$ cat config.mk
export PLATFORM = sky130hd
export DESIGN_NAME = peri_bus_arbiter
export DESIGN_NICKNAME = d
export VERILOG_FILES = /design/src/rtl/peri_bus_arbiter.sv
export SDC_FILE = /design/constraint.sdc
export NUM_CORES = 1
export LEC_CHECK = 0
export BUFFER_PORTS_ARGS = -buffer_cell sky130_fd_sc_hd__buf_2
export CAP_MARGIN = 20
export CELL_PAD_IN_SITES_DETAIL_PLACEMENT = 0
export CELL_PAD_IN_SITES_GLOBAL_PLACEMENT = 1
export CORE_MARGIN = 3
export CORE_UTILIZATION = 36
export DETAILED_ROUTE_END_ITERATION = 12
export GPL_TIMING_DRIVEN = 0
export PLACE_DENSITY = 0.93
export SETUP_SLACK_MARGIN = 0.4
export SLEW_MARGIN = 30
export SYNTH_ARGS = -nofsm -noshare
export SYNTH_HDL_FRONTEND = slang
export SYNTH_SLANG_ARGS = --single-unit
export TNS_END_PERCENT = 50
$ cat constraint.sdc
create_clock -name clk -period 3.2 [get_ports clk]
set_input_delay 0.16 -clock clk [delete_from_list [all_inputs] [get_ports clk]]
set_output_delay 0.16 -clock clk [all_outputs]
set_load 0.05 [all_outputs]
$ cat src/rtl/peri_bus_arbiter.sv
// peri_bus_arbiter: two-master, one-slave round-robin arbiter for the 32-bit
// peripheral bus. Master 0 is the CPU peripheral port and master 1 is the
// debug loader / DMA. One transaction is in flight at a time. All slave-side
// outputs and master acks are registered.
//
// Optional feature: define PERI_ARB_TIMEOUT_EN to add a slave-response timeout
// of TIMEOUT cycles. A timed-out transaction is acked with err=1 and, for
// reads, rdata=32'hDEADBEEF. Without the macro a transaction can wait forever
// and mN_err is tied to 0.
module peri_bus_arbiter #(
    parameter int AW      = 32,
    parameter int DW      = 32,
    parameter int TIMEOUT = 255
) (
    input  logic            clk,
    input  logic            rst,

    input  logic            m0_req,
    input  logic            m0_we,
    input  logic [AW-1:0]   m0_addr,
    input  logic [DW-1:0]   m0_wdata,
    input  logic [DW/8-1:0] m0_wmask,
    output logic            m0_ack,
    output logic [DW-1:0]   m0_rdata,
    output logic            m0_err,

    input  logic            m1_req,
    input  logic            m1_we,
    input  logic [AW-1:0]   m1_addr,
    input  logic [DW-1:0]   m1_wdata,
    input  logic [DW/8-1:0] m1_wmask,
    output logic            m1_ack,
    output logic [DW-1:0]   m1_rdata,
    output logic            m1_err,

    output logic [AW-1:0]   s_addr,
    output logic [DW-1:0]   s_wdata,
    output logic [DW/8-1:0] s_wmask,
    output logic            s_wen,
    output logic            s_ren,
    input  logic            s_wready,
    input  logic            s_rvalid,
    input  logic [DW-1:0]   s_rdata
);

    localparam int MW = DW / 8;

    typedef enum logic [1:0] {
        IDLE  = 2'd0,
        ISSUE = 2'd1,
        WAIT  = 2'd2
    } state_t;

    state_t          state, state_n;
    logic            last_grant, last_grant_n;  // master granted most recently
    logic            owner, owner_n;            // master owning the current transaction
    logic            we_q, we_n;
    logic            skip_q, skip_n;            // write with empty mask: no strobe, ack at once
    logic [AW-1:0]   s_addr_n;
    logic [DW-1:0]   s_wdata_n;
    logic [MW-1:0]   s_wmask_n;
    logic            s_wen_n, s_ren_n;
    logic            m0_ack_n, m1_ack_n;
    logic [DW-1:0]   m0_rdata_n, m1_rdata_n;

    logic            pick;       // master selected in IDLE
    logic            resp;       // response matching the transaction direction
    logic            done;       // transaction completes on the next edge
    logic            timed_out;  // completion caused by the timeout
    logic [DW-1:0]   rd_val;

`ifdef PERI_ARB_TIMEOUT_EN
    logic [15:0]     cnt, cnt_n;
    logic            m0_err_q, m1_err_q, m0_err_n, m1_err_n;
`endif

    // Next-state, next-output and arbitration logic.
    always_comb begin
        // NOTE: every variable gets a default before the case so that no path
        // leaves one unassigned, which would otherwise infer a latch.
        state_n      = state;
        last_grant_n = last_grant;
        owner_n      = owner;
        we_n         = we_q;
        skip_n       = skip_q;
        s_addr_n     = s_addr;
        s_wdata_n    = s_wdata;
        s_wmask_n    = s_wmask;
        s_wen_n      = 1'b0;
        s_ren_n      = 1'b0;
        m0_ack_n     = 1'b0;
        m1_ack_n     = 1'b0;
        m0_rdata_n   = m0_rdata;
        m1_rdata_n   = m1_rdata;
        pick         = 1'b0;
        resp         = we_q ? s_wready : s_rvalid;
        done         = 1'b0;
        timed_out    = 1'b0;
        rd_val       = s_rdata;
`ifdef PERI_ARB_TIMEOUT_EN
        cnt_n        = cnt;
        m0_err_n     = 1'b0;
        m1_err_n     = 1'b0;
`endif

        case (state)
            IDLE: begin
                // The ack cycle is spent in IDLE; a request still high there
                // belongs to the transaction just acked and is ignored.
                if (!(m0_ack || m1_ack) && (m0_req || m1_req)) begin
                    pick         = (m0_req && m1_req) ? ~last_grant : m1_req;
                    owner_n      = pick;
                    last_grant_n = pick;
                    we_n         = pick ? m1_we    : m0_we;
                    s_addr_n     = pick ? m1_addr  : m0_addr;
                    s_wdata_n    = pick ? m1_wdata : m0_wdata;
                    s_wmask_n    = pick ? m1_wmask : m0_wmask;
                    skip_n       = we_n && (s_wmask_n == '0);
                    s_wen_n      = we_n && !skip_n;
                    s_ren_n      = !we_n;
                    state_n      = ISSUE;
`ifdef PERI_ARB_TIMEOUT_EN
                    cnt_n        = '0;
`endif
                end
            end

            ISSUE, WAIT: begin
                if (skip_q || resp) begin
                    done = 1'b1;
                end
`ifdef PERI_ARB_TIMEOUT_EN
                else if (cnt + 16'd1 == 16'(TIMEOUT)) begin
                    done      = 1'b1;
                    timed_out = 1'b1;
                end else begin
                    cnt_n = cnt + 16'd1;
                end
`endif
                if (!done) begin
                    state_n = WAIT;
                end
            end

            default: state_n = IDLE;
        endcase

        if (done) begin
            state_n = IDLE;
            skip_n  = 1'b0;
            rd_val  = timed_out ? DW'(32'hDEADBEEF) : s_rdata;
            if (owner) begin
                m1_ack_n = 1'b1;
                if (!we_q) m1_rdata_n = rd_val;
            end else begin
                m0_ack_n = 1'b1;
                if (!we_q) m0_rdata_n = rd_val;
            end
`ifdef PERI_ARB_TIMEOUT_EN
            m0_err_n = !owner && timed_out;
            m1_err_n =  owner && timed_out;
`endif
        end
    end

    // State and output registers with synchronous active-low reset.
    always_ff @(posedge clk) begin
        // NOTE: sequential state uses non-blocking assignments so every
        // register samples its pre-edge value regardless of statement order.
        if (!rst) begin
            state      <= IDLE;
            last_grant <= 1'b1;
            owner      <= 1'b0;
            we_q       <= 1'b0;
            skip_q     <= 1'b0;
            s_addr     <= '0;
            s_wdata    <= '0;
            s_wmask    <= '0;
            s_wen      <= 1'b0;
            s_ren      <= 1'b0;
            m0_ack     <= 1'b0;
            m1_ack     <= 1'b0;
            m0_rdata   <= '0;
            m1_rdata   <= '0;
`ifdef PERI_ARB_TIMEOUT_EN
            cnt        <= '0;
            m0_err_q   <= 1'b0;
            m1_err_q   <= 1'b0;
`endif
        end else begin
            state      <= state_n;
            last_grant <= last_grant_n;
            owner      <= owner_n;
            we_q       <= we_n;
            skip_q     <= skip_n;
            s_addr     <= s_addr_n;
            s_wdata    <= s_wdata_n;
            s_wmask    <= s_wmask_n;
            s_wen      <= s_wen_n;
            s_ren      <= s_ren_n;
            m0_ack     <= m0_ack_n;
            m1_ack     <= m1_ack_n;
            m0_rdata   <= m0_rdata_n;
            m1_rdata   <= m1_rdata_n;
`ifdef PERI_ARB_TIMEOUT_EN
            cnt        <= cnt_n;
            m0_err_q   <= m0_err_n;
            m1_err_q   <= m1_err_n;
`endif
        end
    end

`ifdef PERI_ARB_TIMEOUT_EN
    assign m0_err = m0_err_q;
    assign m1_err = m1_err_q;
`else
    assign m0_err = 1'b0;
    assign m1_err = 1'b0;
`endif

endmodule

Word-level counts from Yosys, hierarchy flattened
Index checks and enable logic that the tools add are counted.
{"block": "totals", "ff_bits": 142, "out_inout_bits": 138, "word_cells": 56}
{"block": "op_classes", "eq_ne": 4, "n_mux": 14, "bitwise_logic": 4, "reduce_logical": 20}
{"operator": "2-to-1 mux 32 bit", "n": 2}
{"operator": "AND reduction 3 bit", "n": 3}
{"operator": "2-to-1 mux 1 bit", "n": 8}
{"operator": "AND reduction 2 bit", "n": 3}
{"operator": "logical AND 1 bit", "n": 4}
{"operator": "logical NOT 4 bit", "n": 1}
{"operator": "2-to-1 mux 2 bit", "n": 2}
{"operator": "2-to-1 mux 4 bit", "n": 1}
{"operator": "inequality test 2 bit, second input constant", "n": 2}
{"operator": "inverter 1 bit", "n": 4}
{"operator": "one-hot mux 2 bit (2 select lines)", "n": 1}
{"operator": "OR reduction 2 bit", "n": 2}
{"operator": "logical NOT 1 bit", "n": 3}
{"operator": "logical OR 1 bit", "n": 3}
{"operator": "equality test 2 x 1 -> 1 bit, second input constant", "n": 1}
{"operator": "equality test 2 bit, second input constant", "n": 1}
{"operator": "logical NOT 2 bit", "n": 1}

Depth between registers and ports, before layout
Gate-level depths: netlist of run 1.
{"block": "depth", "depth_word": 7, "mapped_depth": 8, "depth_no_buf": 5}

Worst setup path after synthesis of run 1
Ideal clock, no wire load.
{"block": "synth_path", "path_kind": "reg2reg", "startpoint": "reg m1_ack", "endpoint": "reg s_addr[0]", "arrival_ns": 1.514, "path_slack_ns": 1.570, "path_stages_with_launch": 7, "path_buffers": 3, "synth_period_minus_slack_ns": 1.630, "path_cell_list": "dfxtp_1 nor2_1 and3b_1 buf_2 buf_6 buf_6 o211a_1"}
{"block": "synth_via", "elab_chain_cells": 4}
{"item": "from (decl)", "line": "32", "source": "output logic m1_ack,"}
{"item": "from (signal assigned)", "line": "202", "source": "m1_ack <= m1_ack_n;"}
{"item": "logical OR 1 bit", "line": "110", "source": "if (!(m0_ack || m1_ack) && (m0_req || m1_req)) begin"}
{"item": "logical NOT 1 bit", "line": "110"}
{"item": "logical AND 1 bit", "line": "110"}
{"item": "AND reduction 2 bit (no source line)"}
{"item": "to (signal assigned)", "line": "196", "source": "s_addr <= s_addr_n;"}
{"item": "to (decl)", "line": "36", "source": "output logic [AW-1:0] s_addr,"}
No other way between the ends.
A chain may end at the register's enable or synchronous reset.

Worst setup path after layout of run 1
{"block": "layout_path", "startpoint": "reg state[0]", "endpoint": "reg m1_rdata[13]"}
{"block": "layout_via", "elab_chain_cells": 4}
{"item": "from (decl)", "line": "54", "source": "state_t state, state_n;"}
{"item": "from (signal assigned)", "line": "191", "source": "state <= state_n;"}
{"item": "equality test 2 x 1 -> 1 bit or equality test 2 bit (tied branches)", "line": "106", "source": "case (state)"}
{"item": "OR reduction 2 bit *", "line": "106"}
{"item": "2-to-1 mux 1 bit *", "line": "106"}
{"item": "AND reduction 3 bit (no source line) *"}
{"item": "to (signal assigned)", "line": "204", "source": "m1_rdata <= m1_rdata_n;"}
{"item": "to (decl)", "line": "33", "source": "output logic [DW-1:0] m1_rdata,"}
Every way passes the cells marked *; elsewhere a longest branch is shown, timed or not.

==> results.json, run 1 <==
{
  "drc": 0,
  "tightestPinTransition_ns": 0.643,
  "dp_slack_ns": 1.32,
  "grt_pass1_wl_um": 29200,
  "nets": 1171,
  "drive_gt1_frac": 0.404,
  "arrival_ns": 2.19,
  "netlist_instances": 636,
  "wl_per_cell_um": 15.8,
  "synth_top_cell_by_area": "dfxtp_1",
  "p_per_area_nw_per_um2": 912,
  "async_reset_ff_frac": 0,
  "die-area_um2": 18800,
  "clock.fmax_mhz": 543,
  "die_h_um": 137,
  "ios": 314,
  "synth_adder_area_share": 0.00202,
  "portBuffers": 310,
  "path_clk_slew_ns": 0.06,
  "clockRootBuffer": "clkbuf_16",
  "worst_clock_skew_ns": 0.00766,
  "finalHoldViolations": 0,
  "worst_ir_drop_vdd_v": 0.000656,
  "postCtsSetupRepairBufs": 0,
  "synth_ff_type": "dfxtp_1",
  "grt_util_all_layers": 0.200,
  "fin_ws_ns": 1.36,
  "dr_total_vias": 5750,
  "synth_compound_area_frac": 0.217,
  "yosys_warnings": 0,
  "synth-edff-count": 0,
  "rows": 47,
  "netlist_area_um2": 6180,
  "cts.sink_count": 142,
  "fin_tns_setup_ns": 0,
  "drtIter0Drc": 175,
  "period_minus_slack_ns": 1.84,
  "path_class": "reg2reg",
  "netlist.area_leader.share": 0.460,
  "n_antenna_cell": 0,
  "synth_cell_types": 31,
  "slew_headroom": 0.572,
  "ant_nets": 0,
  "holdCritPathClass": "in2reg",
  "fin_crit_sh": 0.575,
  "synthMuxAreaShare": 0.117,
  "final_util": 0.532,
  "cts-buffers-inserted": 17,
  "syn_area_per_cell_um2": 9.72,
  "die_x_um": 137,
  "routed_wl_um": 19400,
  "grt_pass1_vias": 5751,
  "synth_top_family_by_area": "compound AO/OA/AOI/OAI gates",
  "p_leak_nw": 4.69,
  "synthSimpleGateAreaFrac": 0.146,
  "crit_required_ns": 3.55,
  "cts_tree": "built",
  "avgViaCountPerCell": 4.69,
  "hpwlAfterDp_um": 15200,
  "cap_violations": 0,
  "drv_slew": 0,
  "worst_setup_path_end_kind": "flop",
  "grt_overflow": 0,
  "grt_max_degree": 17,
  "dr.pass1.iters": 4,
  "ys_seq_area_frac": 0.460,
  "setup_violations": 0,
  "cts_max_level": 4,
  "synth_xor_area_frac": 0,
  "antenna_found_initial": 1,
  "cp_max_fo": 10,
  "clock_latency_ns": 0.42,
  "clockBufferDepth": 2,
  "core_area_um2": 16700,
  "start_util": 0.370,
  "layout-area-overhead-vs-synth_pct": 43.8,
  "status": "finished clean",
  "start_kind": "flop",
  "netlist_top_cells_area": "dfxtp_1 46%, nand2_1 12%, mux2i_1 11%",
  "rsz0062_at_grt": "false",
  "synth-seq-cells": 142,
  "gp_congestion": 0.795
}
## cells by family (layout without fill, tap and decap cells)
kind of cell	Yosys count	count (layout)
and+or+nand+nor	222	222
muxes	72	72
buffers and inverters	57	427
AOI/OAI and AO/OA	141	141
other	1	2
adders and majority gates	1	1
DFF	142	142
## metal layers
metal / global-route usage / share of wire / vias up
met4: 0.0698 / 0.018 / 2
met2: 0.365 / 0.51 / 212
met5: 0 / 0.00067 / -
met1: 0.225 / 0.41 / 2611
li1: - / - / 2900
met3: 0.0522 / 0.068 / 25
## cells in the mapped netlist, drive strengths merged (2+ instances only)
master,instances
buf,32
inv,4
o2111ai,2
nor3,2
nor4,2
clkbuf,21
nor4b,2
o211a,68
dfxtp,142
and3,2
o21ai,2
mux2i,71
nand2,202
nor2,7
a21boi,66
## worst max-delay path, stage by stage, from the launching register on
cell       delay [ns]
dfxtp_1          0.32
inv_1            0.04
ha_1             0.38
o2111ai_1        0.27
clkbuf_1         0.46
nand2_1          0.15
a21boi_2         0.15
## flip-flops by register name (all words and copies together), names as in the netlist
| register | count |
|---|---|
| s_wmask | 4 |
| m1_ack | 1 |
| we_q | 1 |
| s_addr | 32 |
| state | 2 |
| m1_rdata | 32 |
| owner | 1 |
| s_ren | 1 |
| s_wdata | 32 |
| m0_rdata | 32 |
| last_grant | 1 |
| s_wen | 1 |
| m0_ack | 1 |
| skip_q | 1 |
## layout make-up
type,instances,area (um2)
clock buffers,19,433
fillers,1589,7810
clock inverters,13,165
plain buffers,53,342
flip-flops and latches,142,2840
inverters,4,15.0
well taps,220,275
multi-input cells,438,2990
repair buffers,338,1830
## power by group
group	internal (W)	total, W	switching [W]
Sequential	0.00222	0.00246	0.000242
Combinational	0.00106	0.00364	0.00258
Clock	0.00123	0.00201	0.000778
Total	0.00450	0.00811	0.00360
## path summary, 6_finish.rpt
check | endpoint | slack, ns | start | cells past startpoint
setup / recovery | m1_rdata[13] | 1.36 | state[0] | 6
hold / removal | m0_rdata[21] | 0.01 | s_rdata[21] | 3
setup reg to reg | m1_rdata[13] | 1.36 | state[0] | 6
hold reg to reg | m0_rdata[10] | 0.45 | m0_rdata[10] | 2
## metrics by stage
stage                     instance area [um2]  instances  hold slack, ns  total power (W)
final                                    8890       1227          0.0100          0.00811
after global routing                     8890       1227          0.0145          0.00850
after CTS                                8890       1227        0.000338          0.00819
after detailed placement                 8010       1167           0.422          0.00613
after global placement                   8010       1167           0.415          0.00609
after floorplan                          6190        637           0.295          0.00518
## timing repair
| item | 4_1_cts | 5_1_grt |
|---|---|---|
| hold endpoints to repair | 50 | 0 |
| hold buffers | 28 | 0 |
| gates resized for setup | 0 | 0 |
## cells in the final DEF (no fill, tap or decap)
cell           count
nand3_1            1
mux2_2             1
and3_1             2
clkinv_2           2
nand3b_1           1
buf_6             14
a21boi_2          30
conb_1             2
o31ai_1            1
dlygate4sd3_1     28
inv_2              1
o2111ai_1          2
inv_1              3
buf_2            322
o211ai_1           1
clkbuf_1          23
mux2i_1           71
nor3_1             2
nor2_1             7
clkinv_4           3
buf_4              6
o21ai_0            2
nand2_1          202
nor4_1             2
and2_1             1
a21boi_1          31
clkbuf_16         17
and4b_1            1
clkinvlp_4         4
ha_1               1
a21boi_0           5
and3b_1            1
dfxtp_1          142
o211a_1           68
o21ba_2            1
nor4b_4            2
bufinv_16          3
inv_6              1
Power figures use the tool's default switching activity.
==> run 2: changes to the inputs <==
--- a/config.mk
+++ b/config.mk
@@ -5,15 +5,16 @@
 export SDC_FILE = /design/constraint.sdc
 export NUM_CORES = 1
 export LEC_CHECK = 0
+export ABC_AREA = 1
 export BUFFER_PORTS_ARGS = -buffer_cell sky130_fd_sc_hd__buf_2
 export CAP_MARGIN = 20
 export CELL_PAD_IN_SITES_DETAIL_PLACEMENT = 0
 export CELL_PAD_IN_SITES_GLOBAL_PLACEMENT = 1
 export CORE_MARGIN = 3
-export CORE_UTILIZATION = 36
+export CORE_UTILIZATION = 30
 export DETAILED_ROUTE_END_ITERATION = 12
 export GPL_TIMING_DRIVEN = 0
-export PLACE_DENSITY = 0.93
+export PLACE_DENSITY = 0.86
 export SETUP_SLACK_MARGIN = 0.4
 export SLEW_MARGIN = 30
 export SYNTH_ARGS = -nofsm -noshare
==> constraint.sdc (replaced) <==
create_clock -name clk -period 1.9 [get_ports clk]
set_input_delay 0.095 -clock clk [delete_from_list [all_inputs] [get_ports clk]]
set_output_delay 0.095 -clock clk [all_outputs]
set_load 0.05 [all_outputs]
==> results.json, run 2 <==
{
  "synthTopCellsByCount": "216 x nand2_1, 142 x dfxtp_1, 69 x a21oi_1",
  "clockRootBuffer": "clkbuf_16",
  "fin_crit_sh": 0.756,
  "synth_most_common_cell": "nand2_1",
  "layout-area-overhead-vs-synth_pct": 75.3,
  "yosys_warnings": 0,
  "portBuffers": 310,
  "path_class": "reg2reg",
  "status": "finished clean",
  "async_reset_ff_frac": 0,
  "rows": 49,
  "cts_max_level": 4,
  "worst_ir_drop_vdd_v": 0.000673,
  "synth_cell_types": 25,
  "synth_top_cell_by_area": "dfxtp_1",
  "drtIter0Drc": 327,
  "clock.fmax_mhz": 696,
  "antenna_found_initial": 0,
  "use_met2": 0.387,
  "cts_tree": "built",
  "cap_violations": 0,
  "whs_path_depth": 3,
  "hpwlAfterDp_um": 16900,
  "ios": 314,
  "grt_overflow": 0,
  "final_common_cell": "buf_2",
  "netlist.area_leader.share": 0.496,
  "clock_latency_ns": 0.41,
  "final_cell_mix": "327 x buf_2, 215 x nand2_1, 167 x dlygate4sd3_1",
  "netlist_top_cells_area": "dfxtp_1 50%, nand2_1 14%, a31oi_1 7.4%",
  "nets": 1417,
  "clockBufferDepth": 2,
  "period_minus_slack_ns": 1.44,
  "die_x_um": 144,
  "fin_tns_setup_ns": 0,
  "start_util": 0.312,
  "grt_max_degree": 17,
  "top_usage_layer": "met2",
  "crit_required_ns": 2.18,
  "synth-seq-cells": 142,
  "drc": 0,
  "cts.sink_count": 142,
  "path_clk_slew_ns": 0.06,
  "routed_wl_um": 24800,
  "met1_usage": 0.271,
  "holdCritPathClass": "in2reg",
  "tightestPinTransition_ns": 0.537,
  "dr.pass1.iters": 6,
  "fillCellCount": 1657,
  "setup_violations": 0,
  "grt_pass1_vias": 7250,
  "ys_seq_area_frac": 0.496,
  "netlist_area_um2": 5730,
  "regToRegSetupSlack_ns": 0.46,
  "die_h_um": 144,
  "grt_util_met3": 0.0592,
  "arrival_ns": 1.71,
  "synth_ff_type": "dfxtp_1",
  "drive_gt1_frac": 0.334,
  "dr_total_vias": 7349,
  "core_area_um2": 18400,
  "synth-edff-count": 0,
  "start_kind": "flop",
  "worstReg2RegEnd": "m0_rdata[11]",
  "totalPowerFinal_w": 0.0145,
  "wl_per_cell_um": 16.7,
  "grt_util_all_layers": 0.230,
  "cp_max_fo": 10,
  "cts-buffers-inserted": 17,
  "rsz0062_at_grt": "true",
  "worst_clock_skew_ns": 0.00867,
  "hp-start": "m1_wmask[3]",
  "ant_nets": 0,
  "hold_end": "s_wmask[3]",
  "reg2reg_depth": 6,
  "gp_congestion": 0.852,
  "syn_area_per_cell_um2": 7.79,
  "worst_setup_path_end_kind": "flop",
  "netlist_instances": 736,
  "r2r_start": "state[0]",
  "finalHoldViolations": 0,
  "die-area_um2": 20800,
  "final_util": 0.546,
  "drv_slew": 0,
  "p_per_area_nw_per_um2": 1440,
  "grt_pass1_wl_um": 37900,
  "slew_headroom": 0.642,
  "avgViaCountPerCell": 4.95,
  "p_leak_nw": 4.63
}
[run 2: routing by layer]
metal  vias up  wire (um)
li1       3591          -
met1      3325       9950
met2       353      11800
met3        80       1740
met4         0       1220
met5         -          0
[run 2: repair_timing]
action	CTS	global route
pin swaps	1	5
cloned	0	2
gates resized for setup	10	49
setup endpoints to repair	124	132
hold buffers	167	0
hold endpoints to repair	131	0
setup buffers	2	3
[run 2: layout make-up]
class	instances	area [um2]	area share
Timing Repair Buffer	483	3270	0.325
Sequential cell	142	2840	0.283
Multi-Input combinational cell	511	2530	0.252
Buffer	72	459	0.0457
Clock buffer	17	425	0.0423
Tap cell	229	287	0.0285
Clock inverter	15	174	0.0173
Inverter	12	53.8	0.00535
Timing Repair inverter	1	5.00	0.000498
Antenna cell	2	5.00	0.000498
[run 2: how the worst max path moves through the flow]
stage | start | endpoint | slack, ns
after floorplan | m1_ack | s_addr[21] | 0.42
after global placement | last_grant | owner | 0.25
after detailed placement | last_grant | s_addr[24] | 0.26
after CTS | state[0] | m1_rdata[30] | 0.35
after global routing | state[0] | m0_rdata[24] | 0.37
final | state[0] | m0_rdata[11] | 0.46
[run 2: cells by family after synthesis]
logic type      share of synthesized area
flops                               0.496
buf+inv                            0.0727
fa+ha+maj                         0.00218
compound gates                      0.195
simple gates                        0.234
other cells                      0.000654
[run 2: through the flow]
step	hold WS [ns]	setup WS, ns	area (um2)	instances
after floorplan	0.255	0.420	5740	737
after global placement	0.364	0.247	7570	1276
after detailed placement	0.369	0.261	7570	1276
after CTS	0.00160	0.355	9890	1477
after global routing	0.00578	0.372	10000	1482
final	0.0194	0.464	10000	1484
[run 2: worst max-delay path, cell delays in order (launching register included)]
cell and delay [ns]:
dfxtp_1 0.33, inv_1 0.07, ha_4 0.30, nand4_1 0.22
buf_4 0.25, nand2_1 0.08, a21oi_2 0.05
[run 2: where the power goes]
group	internal, W	switching [W]	total [W]
clock	0.00198	0.00143	0.00342
combinational	0.00195	0.00499	0.00694
sequential	0.00375	0.000387	0.00413
total	0.00769	0.00681	0.0145
==> run 3: changes to the inputs <==
--- a/config.mk
+++ b/config.mk
@@ -11,10 +11,10 @@
 export CELL_PAD_IN_SITES_DETAIL_PLACEMENT = 0
 export CELL_PAD_IN_SITES_GLOBAL_PLACEMENT = 1
 export CORE_MARGIN = 3
-export CORE_UTILIZATION = 30
+export CORE_UTILIZATION = 27
 export DETAILED_ROUTE_END_ITERATION = 12
 export GPL_TIMING_DRIVEN = 0
-export PLACE_DENSITY = 0.86
+export PLACE_DENSITY = 0.82
 export SETUP_SLACK_MARGIN = 0.4
 export SLEW_MARGIN = 30
 export SYNTH_ARGS = -nofsm -noshare
==> constraint.sdc (replaced) <==
create_clock -name clk -period 1.2 [get_ports clk]
set_input_delay 0.06 -clock clk [delete_from_list [all_inputs] [get_ports clk]]
set_output_delay 0.06 -clock clk [all_outputs]
set_load 0.05 [all_outputs]
==> results.json, run 3 (synthesized netlist as in run 2, its figures left out) <==
{
  "rsz0062_at_grt": "true",
  "fillCellCount": 1584,
  "cap_violations": 0,
  "power_frac_seq": 0.241,
  "path_clk_slew_ns": 0.07,
  "cts_tree": "built",
  "die_x_um": 152,
  "dp_slack_ns": -0.448,
  "pwr-share-comb": 0.570,
  "clockRootBuffer": "clkbuf_16",
  "die_h_um": 152,
  "start_kind": "flop",
  "ant_nets": 0,
  "dr_total_vias": 7962,
  "drv_slew": 0,
  "avgViaCountPerCell": 5.15,
  "core_area_um2": 20600,
  "clock.fmax_mhz": 696,
  "failed_checks": "hold timing, setup timing",
  "wl_per_cell_um": 19.6,
  "final_cell_mix": "221 x buf_2, 160 x nand2_1, 160 x dlygate4sd3_1",
  "hold_buffers": 160,
  "cts-buffers-inserted": 17,
  "status": "complete, but fails checks",
  "swShare": 0.451,
  "worst_ir_drop_vdd_v": 0.00123,
  "cts_max_level": 4,
  "power_switching_w": 0.0132,
  "tightestPinTransition_ns": 0.879,
  "grt_util_all_layers": 0.222,
  "period_minus_slack_ns": 1.44,
  "cp_max_fo": 6,
  "clock_latency_ns": 0.42,
  "arrival_ns": 1.76,
  "drive_gt1_frac": 0.489,
  "portBuffers": 310,
  "dr.pass1.iters": 4,
  "p_leak_nw": 5.22,
  "grt_pass1_vias": 7612,
  "p_per_area_nw_per_um2": 2350,
  "antenna_found_initial": 3,
  "slowest_delay_ns": 0.34,
  "start_util": 0.279,
  "clockBufferDepth": 2,
  "drc": 0,
  "worstPathCellList": "inv_2 > ha_4 > nand3_4 > inv_8 > buf_12 > clkbuf_16 > clkbuf_16 > a31oi_1",
  "ios": 314,
  "drtIter0Drc": 363,
  "finalHoldViolations": 4,
  "finalHoldWorstSlack_ns": -0.0568,
  "worst_setup_path_end_kind": "flop",
  "grt_max_degree": 17,
  "nets": 1437,
  "slew_headroom": 0.414,
  "setup_violations": 140,
  "final_common_cell": "buf_2",
  "clockPowerShare": 0.190,
  "fin_ws_ns": -0.236,
  "grt_overflow": 0,
  "worst_clock_skew_ns": 0.0190,
  "grt_pass1_wl_um": 40200,
  "crit_required_ns": 1.52,
  "fin_crit_sh": 1.20,
  "layout-area-overhead-vs-synth_pct": 117,
  "routed_wl_um": 30300,
  "totalPowerFinal_w": 0.0293,
  "holdCritPathClass": "in2reg",
  "hpwlAfterDp_um": 17100,
  "intPower_w": 0.0161,
  "crit_slowest_cell": "dfxtp_2",
  "path_common_cell": "clkbuf_16",
  "path_class": "reg2reg",
  "die-area_um2": 23000,
  "cts.sink_count": 142,
  "rows": 52,
  "gp_congestion": 0.820
}
## run 3: cell count changes in the layout (fill, tap and decap cells not counted), moves of 13 or more
cell / delta
a21oi_1: -34
a21oi_2: +34
a31oi_1: -27
a31oi_4: +21
buf_2: -106
buf_6: +95
buf_8: +13
clkbuf_16: +16
nand2_1: -55
nand2_2: +24
nand2_4: +30
o21ai_0: -17
o21ai_1: -23
o21ai_2: +35
## run 3: worst max-delay path: cells and delay by family (launching register included)
| kind | cells | cell delay, ns |
|---|---|---|
| AO/OA/AOI/OAI | 1 | 0.19 |
| adder cells (fa/ha/maj) | 1 | 0.16 |
| buffers and inverters | 5 | 0.55 |
| flip-flops | 1 | 0.34 |
| AND/OR/NAND/NOR | 1 | 0.11 |
## run 3: per-stage QoR
step                cells  area, um2   util  setup TNS, ns
finish               1546      12500  0.606         -20.25
global route         1545      12500  0.606         -28.80
CTS                  1526      10700  0.520         -13.89
detailed placement   1317       7730  0.376         -41.91
global placement     1317       7730  0.376         -39.50
floorplan             737       5840      -          -3.49
## run 3: repair_timing
action,4_1_cts,5_1_grt
resized for setup,184,407
buffers inserted,9,1
endpoints found under the hold margin,132,4
setup endpoints to repair,278,278
pin swaps,15,22
gates cloned,8,16
## run 3: area by class of cell
class                   instances  area (um2)  area share
repair inverters                1        7.51    0.000603
plain buffers                  72         708      0.0569
multi-input cells             511        3540       0.284
inverters                      12        68.8     0.00553
clock inverters                14         169      0.0136
clock buffers                  18         439      0.0353
well taps                     270         338      0.0271
diodes                          3        7.51    0.000603
repair buffers                503        4320       0.347
flip-flops and latches        142        2850       0.229
## run 3: worst paths after layout
path | slack, ns | startpoint | endpoint | cells after the start
max | -0.24 | state[1] | s_addr[10] | 8
max reg2reg | -0.24 | state[1] | s_addr[10] | 8
min reg2reg | 0.46 | skip_q | skip_q | 2
min | -0.06 | m0_wmask[0] | s_wmask[0] | 3
## run 3: power groups by stage
| stage | registers [W] | logic, W | clock network [W] |
|---|---|---|---|
| global placement | 0.00660 | 0.0104 | 0 |
| CTS | 0.00663 | 0.0127 | 0.00562 |
| floorplan | 0.0106 | 0.00361 | 0 |
| finish | 0.00705 | 0.0167 | 0.00556 |
| global route | 0.00716 | 0.0174 | 0.00583 |
| detailed placement | 0.00662 | 0.0105 | 0 |
## run 3: per-layer routing
layer	wire, um	GRT usage	vias up
met4	1510	0.0975	2
met3	2370	0.0616	111
li1	-	-	3655
met5	11	0	-
met2	15100	0.381	484
met1	11200	0.260	3710
